File: src/rtl/multicycle_control_if.sv
// rtl/multicycle_control_if.sv - controller/datapath signal bundle for multicycle_control
interface multicycle_control_if;
  logic [5:0] i_op;
  logic       i_zero;
  logic       i_memReady;
  logic       o_pcWrite;
  logic       o_pcEn;
  logic       o_irWrite;
  logic       o_regWrite;
  logic       o_memWrite;
  logic       o_memRead;
  logic       o_iOrD;
  logic       o_aluSrcA;
  logic       o_regDst;
  logic       o_memToReg;
  logic       o_branch;
  logic [1:0] o_aluSrcB;
  logic [1:0] o_aluOp;
  logic [1:0] o_pcSrc;
  logic       o_illegal;
  logic [3:0] o_state;

  modport master (
    input  i_op, i_zero, i_memReady,
    output o_pcWrite, o_pcEn, o_irWrite, o_regWrite, o_memWrite, o_memRead,
    output o_iOrD, o_aluSrcA, o_regDst, o_memToReg, o_branch,
    output o_aluSrcB, o_aluOp, o_pcSrc, o_illegal, o_state
  );

  modport slave (
    output i_op, i_zero, i_memReady,
    input  o_pcWrite, o_pcEn, o_irWrite, o_regWrite, o_memWrite, o_memRead,
    input  o_iOrD, o_aluSrcA, o_regDst, o_memToReg, o_branch,
    input  o_aluSrcB, o_aluOp, o_pcSrc, o_illegal, o_state
  );
endinterface

File: src/rtl/multicycle_control.sv
// rtl/multicycle_control.sv - multi-cycle MIPS control sequencer
// Define MC_CTRL_BNE_EN to decode opcode 000101 (bne) as a branch.
module multicycle_control (
  input  logic                 i_clk,
  input  logic                 i_rstN,
  multicycle_control_if.master bus
);
  typedef enum logic [3:0] {
    S_FETCH   = 4'd0,
    S_DECODE  = 4'd1,
    S_MEMADR  = 4'd2,
    S_MEMRD   = 4'd3,
    S_MEMWB   = 4'd4,
    S_MEMWR   = 4'd5,
    S_EXECUTE = 4'd6,
    S_ALUWB   = 4'd7,
    S_BRANCH  = 4'd8,
    S_ADDIEX  = 4'd9,
    S_ADDIWB  = 4'd10,
    S_JUMP    = 4'd11
  } state_t;

  localparam logic [5:0] OP_R    = 6'b000000;
  localparam logic [5:0] OP_LW   = 6'b100011;
  localparam logic [5:0] OP_SW   = 6'b101011;
  localparam logic [5:0] OP_BEQ  = 6'b000100;
  localparam logic [5:0] OP_ADDI = 6'b001000;
  localparam logic [5:0] OP_J    = 6'b000010;
  localparam logic [5:0] OP_BNE  = 6'b000101;

`ifdef MC_CTRL_BNE_EN
  localparam logic BNE_EN = 1'b1;
`else
  localparam logic BNE_EN = 1'b0;
`endif

  state_t state, next_state, cur;
  logic   is_bne;
  logic   pc_write, ir_write, reg_write, mem_write, mem_read, illegal;

  assign is_bne = BNE_EN && (bus.i_op == OP_BNE);

  always_ff @(posedge i_clk) begin
    if (!i_rstN) state <= S_FETCH;
    else         state <= next_state;
  end

  always_comb begin
    // While reset is held the outputs present FETCH with every strobe masked.
    cur            = i_rstN ? state : S_FETCH;
    next_state     = S_FETCH;
    pc_write       = 1'b0;
    ir_write       = 1'b0;
    reg_write      = 1'b0;
    mem_write      = 1'b0;
    mem_read       = 1'b0;
    illegal        = 1'b0;
    bus.o_iOrD     = 1'b0;
    bus.o_aluSrcA  = 1'b0;
    bus.o_regDst   = 1'b0;
    bus.o_memToReg = 1'b0;
    bus.o_branch   = 1'b0;
    bus.o_aluSrcB  = 2'b00;
    bus.o_aluOp    = 2'b00;
    bus.o_pcSrc    = 2'b00;
    case (cur)
      S_FETCH: begin
        mem_read      = 1'b1;
        bus.o_aluSrcB = 2'b01;
        ir_write      = bus.i_memReady;
        pc_write      = bus.i_memReady;
        next_state    = bus.i_memReady ? S_DECODE : S_FETCH;
      end
      S_DECODE: begin
        bus.o_aluSrcB = 2'b11;
        case (bus.i_op)
          OP_LW, OP_SW: next_state = S_MEMADR;
          OP_R:         next_state = S_EXECUTE;
          OP_BEQ:       next_state = S_BRANCH;
          OP_ADDI:      next_state = S_ADDIEX;
          OP_J:         next_state = S_JUMP;
          default: begin
            if (is_bne) next_state = S_BRANCH;
            else        illegal    = 1'b1;
          end
        endcase
      end
      S_MEMADR, S_ADDIEX: begin
        bus.o_aluSrcA = 1'b1;
        bus.o_aluSrcB = 2'b10;
        if (cur == S_ADDIEX)          next_state = S_ADDIWB;
        else if (bus.i_op == OP_LW)   next_state = S_MEMRD;
        else                          next_state = S_MEMWR;
      end
      S_MEMRD: begin
        bus.o_iOrD = 1'b1;
        mem_read   = 1'b1;
        next_state = bus.i_memReady ? S_MEMWB : S_MEMRD;
      end
      S_MEMWB: begin
        bus.o_memToReg = 1'b1;
        reg_write      = 1'b1;
      end
      S_MEMWR: begin
        bus.o_iOrD = 1'b1;
        mem_write  = 1'b1;
        next_state = bus.i_memReady ? S_FETCH : S_MEMWR;
      end
      S_EXECUTE: begin
        bus.o_aluSrcA = 1'b1;
        bus.o_aluOp   = 2'b10;
        next_state    = S_ALUWB;
      end
      S_ALUWB: begin
        bus.o_regDst = 1'b1;
        reg_write    = 1'b1;
      end
      S_ADDIWB: reg_write = 1'b1;
      S_BRANCH: begin
        bus.o_aluSrcA = 1'b1;
        bus.o_aluOp   = 2'b01;
        bus.o_pcSrc   = 2'b01;
        bus.o_branch  = 1'b1;
      end
      S_JUMP: begin
        bus.o_pcSrc = 2'b10;
        pc_write    = 1'b1;
      end
      default: next_state = S_FETCH;
    endcase
  end

  assign bus.o_pcWrite  = pc_write  & i_rstN;
  assign bus.o_irWrite  = ir_write  & i_rstN;
  assign bus.o_regWrite = reg_write & i_rstN;
  assign bus.o_memWrite = mem_write & i_rstN;
  assign bus.o_memRead  = mem_read  & i_rstN;
  assign bus.o_illegal  = illegal   & i_rstN;
  assign bus.o_pcEn     = (pc_write | (bus.o_branch & (bus.i_zero ^ is_bne))) & i_rstN;
  assign bus.o_state    = cur;
endmodule

File: src/flat_wrapper.sv
// flat-port wrapper written by rule: the top's interface ports become plain ports
module multicycle_control_flat 
  (i_clk, i_rstN, bus_i_op, bus_i_zero, bus_i_memReady, bus_o_pcWrite, bus_o_pcEn, bus_o_irWrite, bus_o_regWrite, bus_o_memWrite, bus_o_memRead, bus_o_iOrD, bus_o_aluSrcA, bus_o_regDst, bus_o_memToReg, bus_o_branch, bus_o_aluSrcB, bus_o_aluOp, bus_o_pcSrc, bus_o_illegal, bus_o_state);
  multicycle_control_if bus_i ();
  input  logic i_clk;
  input  logic i_rstN;
  input wire logic [$bits(bus_i.i_op)-1:0] bus_i_op;
  input wire logic [$bits(bus_i.i_zero)-1:0] bus_i_zero;
  input wire logic [$bits(bus_i.i_memReady)-1:0] bus_i_memReady;
  output wire logic [$bits(bus_i.o_pcWrite)-1:0] bus_o_pcWrite;
  output wire logic [$bits(bus_i.o_pcEn)-1:0] bus_o_pcEn;
  output wire logic [$bits(bus_i.o_irWrite)-1:0] bus_o_irWrite;
  output wire logic [$bits(bus_i.o_regWrite)-1:0] bus_o_regWrite;
  output wire logic [$bits(bus_i.o_memWrite)-1:0] bus_o_memWrite;
  output wire logic [$bits(bus_i.o_memRead)-1:0] bus_o_memRead;
  output wire logic [$bits(bus_i.o_iOrD)-1:0] bus_o_iOrD;
  output wire logic [$bits(bus_i.o_aluSrcA)-1:0] bus_o_aluSrcA;
  output wire logic [$bits(bus_i.o_regDst)-1:0] bus_o_regDst;
  output wire logic [$bits(bus_i.o_memToReg)-1:0] bus_o_memToReg;
  output wire logic [$bits(bus_i.o_branch)-1:0] bus_o_branch;
  output wire logic [$bits(bus_i.o_aluSrcB)-1:0] bus_o_aluSrcB;
  output wire logic [$bits(bus_i.o_aluOp)-1:0] bus_o_aluOp;
  output wire logic [$bits(bus_i.o_pcSrc)-1:0] bus_o_pcSrc;
  output wire logic [$bits(bus_i.o_illegal)-1:0] bus_o_illegal;
  output wire logic [$bits(bus_i.o_state)-1:0] bus_o_state;
  assign bus_i.i_op = bus_i_op;
  assign bus_i.i_zero = bus_i_zero;
  assign bus_i.i_memReady = bus_i_memReady;
  assign bus_o_pcWrite = bus_i.o_pcWrite;
  assign bus_o_pcEn = bus_i.o_pcEn;
  assign bus_o_irWrite = bus_i.o_irWrite;
  assign bus_o_regWrite = bus_i.o_regWrite;
  assign bus_o_memWrite = bus_i.o_memWrite;
  assign bus_o_memRead = bus_i.o_memRead;
  assign bus_o_iOrD = bus_i.o_iOrD;
  assign bus_o_aluSrcA = bus_i.o_aluSrcA;
  assign bus_o_regDst = bus_i.o_regDst;
  assign bus_o_memToReg = bus_i.o_memToReg;
  assign bus_o_branch = bus_i.o_branch;
  assign bus_o_aluSrcB = bus_i.o_aluSrcB;
  assign bus_o_aluOp = bus_i.o_aluOp;
  assign bus_o_pcSrc = bus_i.o_pcSrc;
  assign bus_o_illegal = bus_i.o_illegal;
  assign bus_o_state = bus_i.o_state;
  multicycle_control u_core (.i_clk(i_clk), .i_rstN(i_rstN), .bus(bus_i));
endmodule
File: config.mk
export PLATFORM = sky130hd
export DESIGN_NAME = multicycle_control_flat
export DESIGN_NICKNAME = d
export VERILOG_FILES = /design/src/rtl/multicycle_control_if.sv /design/src/rtl/multicycle_control.sv /design/src/flat_wrapper.sv
export SDC_FILE = /design/constraint.sdc
export NUM_CORES = 1
export LEC_CHECK = 0
export ABC_AREA = 1
export BUFFER_PORTS_ARGS = -buffer_cell sky130_fd_sc_hd__buf_2
export CORE_UTILIZATION = 30
export CTS_BUF_LIST = sky130_fd_sc_hd__clkbuf_4
export DETAILED_ROUTE_END_ITERATION = 10
export PLACE_DENSITY = 0.6
export SETUP_SLACK_MARGIN = 0.15
export SLEW_MARGIN = 20
export SYNTH_ARGS = -nofsm -noshare
export SYNTH_HDL_FRONTEND = slang
export SYNTH_SLANG_ARGS = --single-unit
File: constraint.sdc
create_clock -name i_clk -period 1.05 [get_ports i_clk]
set_input_delay 0.1575 -clock i_clk [delete_from_list [all_inputs] [get_ports i_clk]]
set_output_delay 0.1575 -clock i_clk [all_outputs]
set_load 0.02 [all_outputs]
# == Word-level counts from Yosys, hierarchy flattened ==
# Cells that the tools add are included.
# totals
register_bits,4
input_bits,10
output_inout_bits,22
elab_cells,58
# op_classes
n_eq_ne,16
mux,23
bitwise,9
n_reduce_logical,9
# ops
operator,n
4-bit case mux with 6 select lines,1
4-bit case mux with 5 select lines,1
4-bit by 3-bit equality test with 1-bit output (second input constant),4
4-bit equality test (second input constant),4
6-bit equality test (second input constant),2
1-bit 2-to-1 mux,12
3-bit 2-to-1 mux,3
1-bit bitwise AND,8
4-bit by 2-bit equality test with 1-bit output (second input constant),2
4-bit 2-to-1 mux,2
2-bit case mux with 2 select lines,2
2-bit OR reduction,4
6-bit by 2-bit equality test with 1-bit output (second input constant),1
6-bit by 3-bit equality test with 1-bit output (second input constant),1
6-bit by 4-bit equality test with 1-bit output (second input constant),1
6-bit logical NOT,1
2-bit case mux with 3 select lines,1
6-bit OR reduction,1
4-bit by 1-bit equality test with 1-bit output (second input constant),1
4-bit logical NOT,1
4-bit OR reduction,1
3-bit OR reduction,1
1-bit case mux with 2 select lines,1
1-bit OR,1

# == Longest topological paths before layout ==
# logic_depth
word_depth,6
mapped_depth,8
mapped_depth_nobuf,8

# == Least setup slack after synthesis ==
# OpenSTA, ideal clock, no wires.
# synth_path
kind,flip-flop to output port
start,register u_core.state[1]
end,output port bus_o_aluSrcA
t_arrival_ps,1407
required_ps,892
setup_slack_ps,-514
path_stages_with_launch,5
n_path_buf,0
cell_sequence,dfxtp_1 > nand2_1 > nand2_1 > nor3_1 > nand3b_1
# synth_between
elab_chain_len,4
elab_cells_between_ends,7
classes_between,eq/ne: 4; mux: 2; reduce/logical: 1
# synth_lines
item,line_no,source
"start, declared",multicycle_control.sv:37,"state_t state, next_state, cur;"
"start signal, assigned",multicycle_control.sv:45,else state <= next_state;
4-bit 2-to-1 mux (*),multicycle_control.sv:50,cur = i_rstN ? state : S_FETCH;
4-bit equality test (tied with other cells),multicycle_control.sv:66,case (cur)
4-bit OR reduction (no line) (*),n/a,
1-bit 2-to-1 mux (*),multicycle_control.sv:66,
"end, declared",flat_wrapper.sv:17,output wire logic [$bits(bus_i.o_aluSrcA)-1:0] bus_o_aluSrcA;
# Mark *: on every way between the ends. The rest lies on a longest branch, timed or not.

# == Final worst setup path ==
# layout_path
start,register u_core.state[2]
end,output port bus_o_memRead
# layout_between
elab_chain_len,5
elab_cells_between_ends,6
classes_between,eq/ne: 1; mux: 2; bitwise: 1; reduce/logical: 2
# layout_lines
item,line_no,source
4-bit 2-to-1 mux (*),multicycle_control.sv:50,
4-bit by 2-bit equality test with 1-bit output or 4-bit logical NOT (tied branches),multicycle_control.sv:66,
2-bit OR reduction (no line) (*),n/a,
1-bit 2-to-1 mux (*),multicycle_control.sv:66,
1-bit bitwise AND (*),multicycle_control.sv:137,assign bus.o_memRead = mem_read & i_rstN;
"end, declared",flat_wrapper.sv:15,output wire logic [$bits(bus_i.o_memRead)-1:0] bus_o_memRead;
# Marked as above.

==> summary.md <==
| Metric | Value |
|---|---|
| Status | finished, violations left |
| Failing checks | negative setup slack |
| CP Data Arrival Time | 1.38 ns |
| Top reg by flops | u_core.state |
| Area growth from synthesis to layout | 153.8% |
| Antenna Cells | 0 |
| Met1 track demand over resource | 28.57% |
| Number of max-cap violations | 0 |
| Syn Nets | 110 |
| Hold Path Class | primary input to flip-flop |
| Tmin final | 1.535 ns |
| Leading cell type in the layout, fill and taps excluded | buf_4 |
| Max-slew violations | 0 |
| Storage cell area | 90.09 sq um |
| Sequential fraction of the synthesis area | 15.80% |
| CP required | 0.89 ns |
| Setup Skew | 0.002939 ns |
| Global-route wire length before repair | 3705 um |
| Core area | 1541 sq um |
| CTS Buffer Depth | 2 |
| Max Clk Rate | 0.6516 GHz |
| Hold Path Stages | 3 |
| Peak VDD IR | 342.4 uV |
| Die ar. | 1858 sq um |
| Syn. warnings | 0 |
| CTS tree | done |
| Fraction of layout instances using a drive strength above 1 | 69.88% |
| Via count | 923 |
| Regs by FF count | u_core.state (4) |
| P per Cell Area | 486.3 nW/um^2 |
| Worst-path maximum fanout | 4 |
| Layer with the highest usage | met2 |
| Final WL | 2473 um |
| Gp weighted congestion | 0.8676 |
| Critical Path Sink Type | primary output |
| Setup crit start kind | flip-flop |
| Io pins | 32 |
| H-tree depth | 1 |
| Avg WL per Cell | 13.59 um |
| CP Class | flip-flop to primary output |
| Post-layout nets | 177 |
| RSZ-0062 raised after global routing | yes |
| Core Util, Final | 83.44% |
| Final hold vios | 0 |
| Initial antenna violation count | 0 |
| Vias in the first global route | 865 |
| CTS root buf | clkbuf_4 |
| Largest register FFs | 4 |
| CTS Hold Bufs | 0 |
| Placed cell area | 954.7 sq um |
| Worst setup margin | -0.4847 ns |
| Worst R2R Path Depth | 9 |
| Min-delay src | bus_i_op[2] |
| R2r setup slk | -0.20 ns |
| Worst-skew pair later-pin latency | 0.24 ns |
| Most frequent cells in the layout | buf_4 (29), buf_6 (24), nand2_1 (18), nor2_4 (11), nor2_1 (11) |
| Site Rows | 14 |
| Die Wd | 43.10 um |
| RR Startpoint | u_core.state[2]$_SDFF_PN0_ |
| Leakage | 0.7514 nW |
| DRT iter0 DRCs | 21 |
| Distinct cells, synth | 20 |
| Gr usage total | 26.45% |
| Fillers | 92 |
| Count of state elements after synthesis | 4 |
| Final setup viols | 26 |
| Worst slew pin tran | 0.2596 ns |
| I/O Buffers | 31 |
| Routed vias/inst | 5.071 |
| Largest net degree at the start of global routing | 7 |
| M2 GR Usage | 51.04% |
| CTS buffer count | 3 |
| Final Cell Area | 1286 sq um |
| Global route total overflow | 0 |
| Post-DRT Antenna Nets | 0 |
| Die Y | 43.10 um |
| Final Total Pwr | 625.5 uW |
| Multi-input logic area | 540.5 sq um |
| Pre-antenna DRT Iters | 4 |
| Share of the clock period used by the worst path | 146.2% |
| Mapped Cells | 100 |
| Hold EP | u_core.state[3]$_SDFF_PN0_ |
| Final setup TNS | -8.520 ns |
| Met3 track demand over resource | 1.702% |
| Reg2Reg Capture Point | u_core.state[0]$_SDFF_PN0_ |
| Mean Syn Cell Area | 5.067 sq um |
| Initial Util | 32.87% |
| Rel. slew slack | 82.69% |
| Netlist Area Pre-Place | 506.7 sq um |
| Clk slew on worst S/H paths | 0.04 ns |
| CTS Sinks | 4 |
| DRC | 0 |
| Post-DP HPWL | 1463 um |
-- worst max-delay path, cell delays in order (launching register included) --
cell and delay [ns]:
dfxtp_4 0.36, nand2_4 0.10, nand2_4 0.07, buf_6 0.11, buf_6 0.11, a211oi_2 0.17, buf_4 0.20
-- cell families (layout without fill, tap and decap cells) --
group / after synthesis / after routing / share of synthesized area (%)
buf+inv: 18 / 84 / 14.32
simple gates: 69 / 69 / 59.26
compound gates: 9 / 9 / 10.62
flops: 4 / 4 / 15.80
-- how the worst max path moves through the flow --
stage | from | endpoint | slack [ns]
after global placement | i_rstN | bus_o_aluSrcA | -0.26
final | u_core.state[2]$_SDFF_PN0_ | bus_o_memRead | -0.48
after CTS | u_core.state[2]$_SDFF_PN0_ | bus_o_illegal | -0.44
after floorplan | u_core.state[2]$_SDFF_PN0_ | bus_o_pcEn | -0.17
after global routing | u_core.state[2]$_SDFF_PN0_ | bus_o_aluSrcA | -0.53
after detailed placement | i_rstN | bus_o_regDst | -0.32
-- per-layer routing --
| layer | part of all wire (%) | vias up |
|---|---|---|
| li1 | - | 444 |
| met1 | 40 | 427 |
| met2 | 53 | 43 |
| met3 | 4.4 | 9 |
| met4 | 2.9 | 0 |
| met5 | 0 | - |
-- per-stage QoR --
step	hold slack [ns]	setup WS (ns)	instances
finish	0.2057	-0.4847	182
detailed placement	0.4538	-0.3189	169
global placement	0.4557	-0.2602	169
global route	0.2440	-0.5288	182
CTS	0.2023	-0.4378	178
floorplan	0.3214	-0.1725	100
-- power by group --
group          switching, mW  leakage (nW)  total, mW  internal [mW]
sequential           0.00403        0.0349      0.156          0.151
combinational          0.119         0.698      0.223          0.104
clock                 0.0778        0.0184      0.247          0.169
-- Yosys cell counts --
cell type | instances | area share (%)
a211oi_1 | 1 | 1.5
a21oi_1 | 2 | 2.0
and2_1 | 1 | 1.2
buf_4 | 1 | 1.5
clkinv_2 | 1 | 0.99
dfxtp_1 | 4 | 16
inv_1 | 16 | 12
nand2_1 | 31 | 23
nand2_2 | 2 | 2.5
nand3_1 | 7 | 6.9
nand3b_1 | 1 | 1.5
nand4_1 | 1 | 1.2
nor2_1 | 19 | 14
nor2_2 | 3 | 3.7
nor2_4 | 1 | 2.2
nor3_1 | 3 | 3.0
o211ai_1 | 1 | 1.5
o21ai_0 | 3 | 3.0
o21ai_1 | 1 | 0.99
o21ai_2 | 1 | 1.7
-- repair_timing --
action | 4_1_cts | 5_1_grt
pin swaps | 9 | 7
setup buffers | 5 | 4
hold endpoints to repair | 0 | 0
gates resized for setup | 55 | 17
endpoints found under the setup margin | 26 | 26
-- layout make-up --
type / count / area share, %
Clock buffer: 4 / 2.335
Inverter: 17 / 5.253
Multi-Input combinational cell: 78 / 42.02
Sequential cell: 4 / 7.004
Tap cell: 16 / 1.556
Timing Repair Buffer: 63 / 41.83
(Power assumes the default switching activity.)
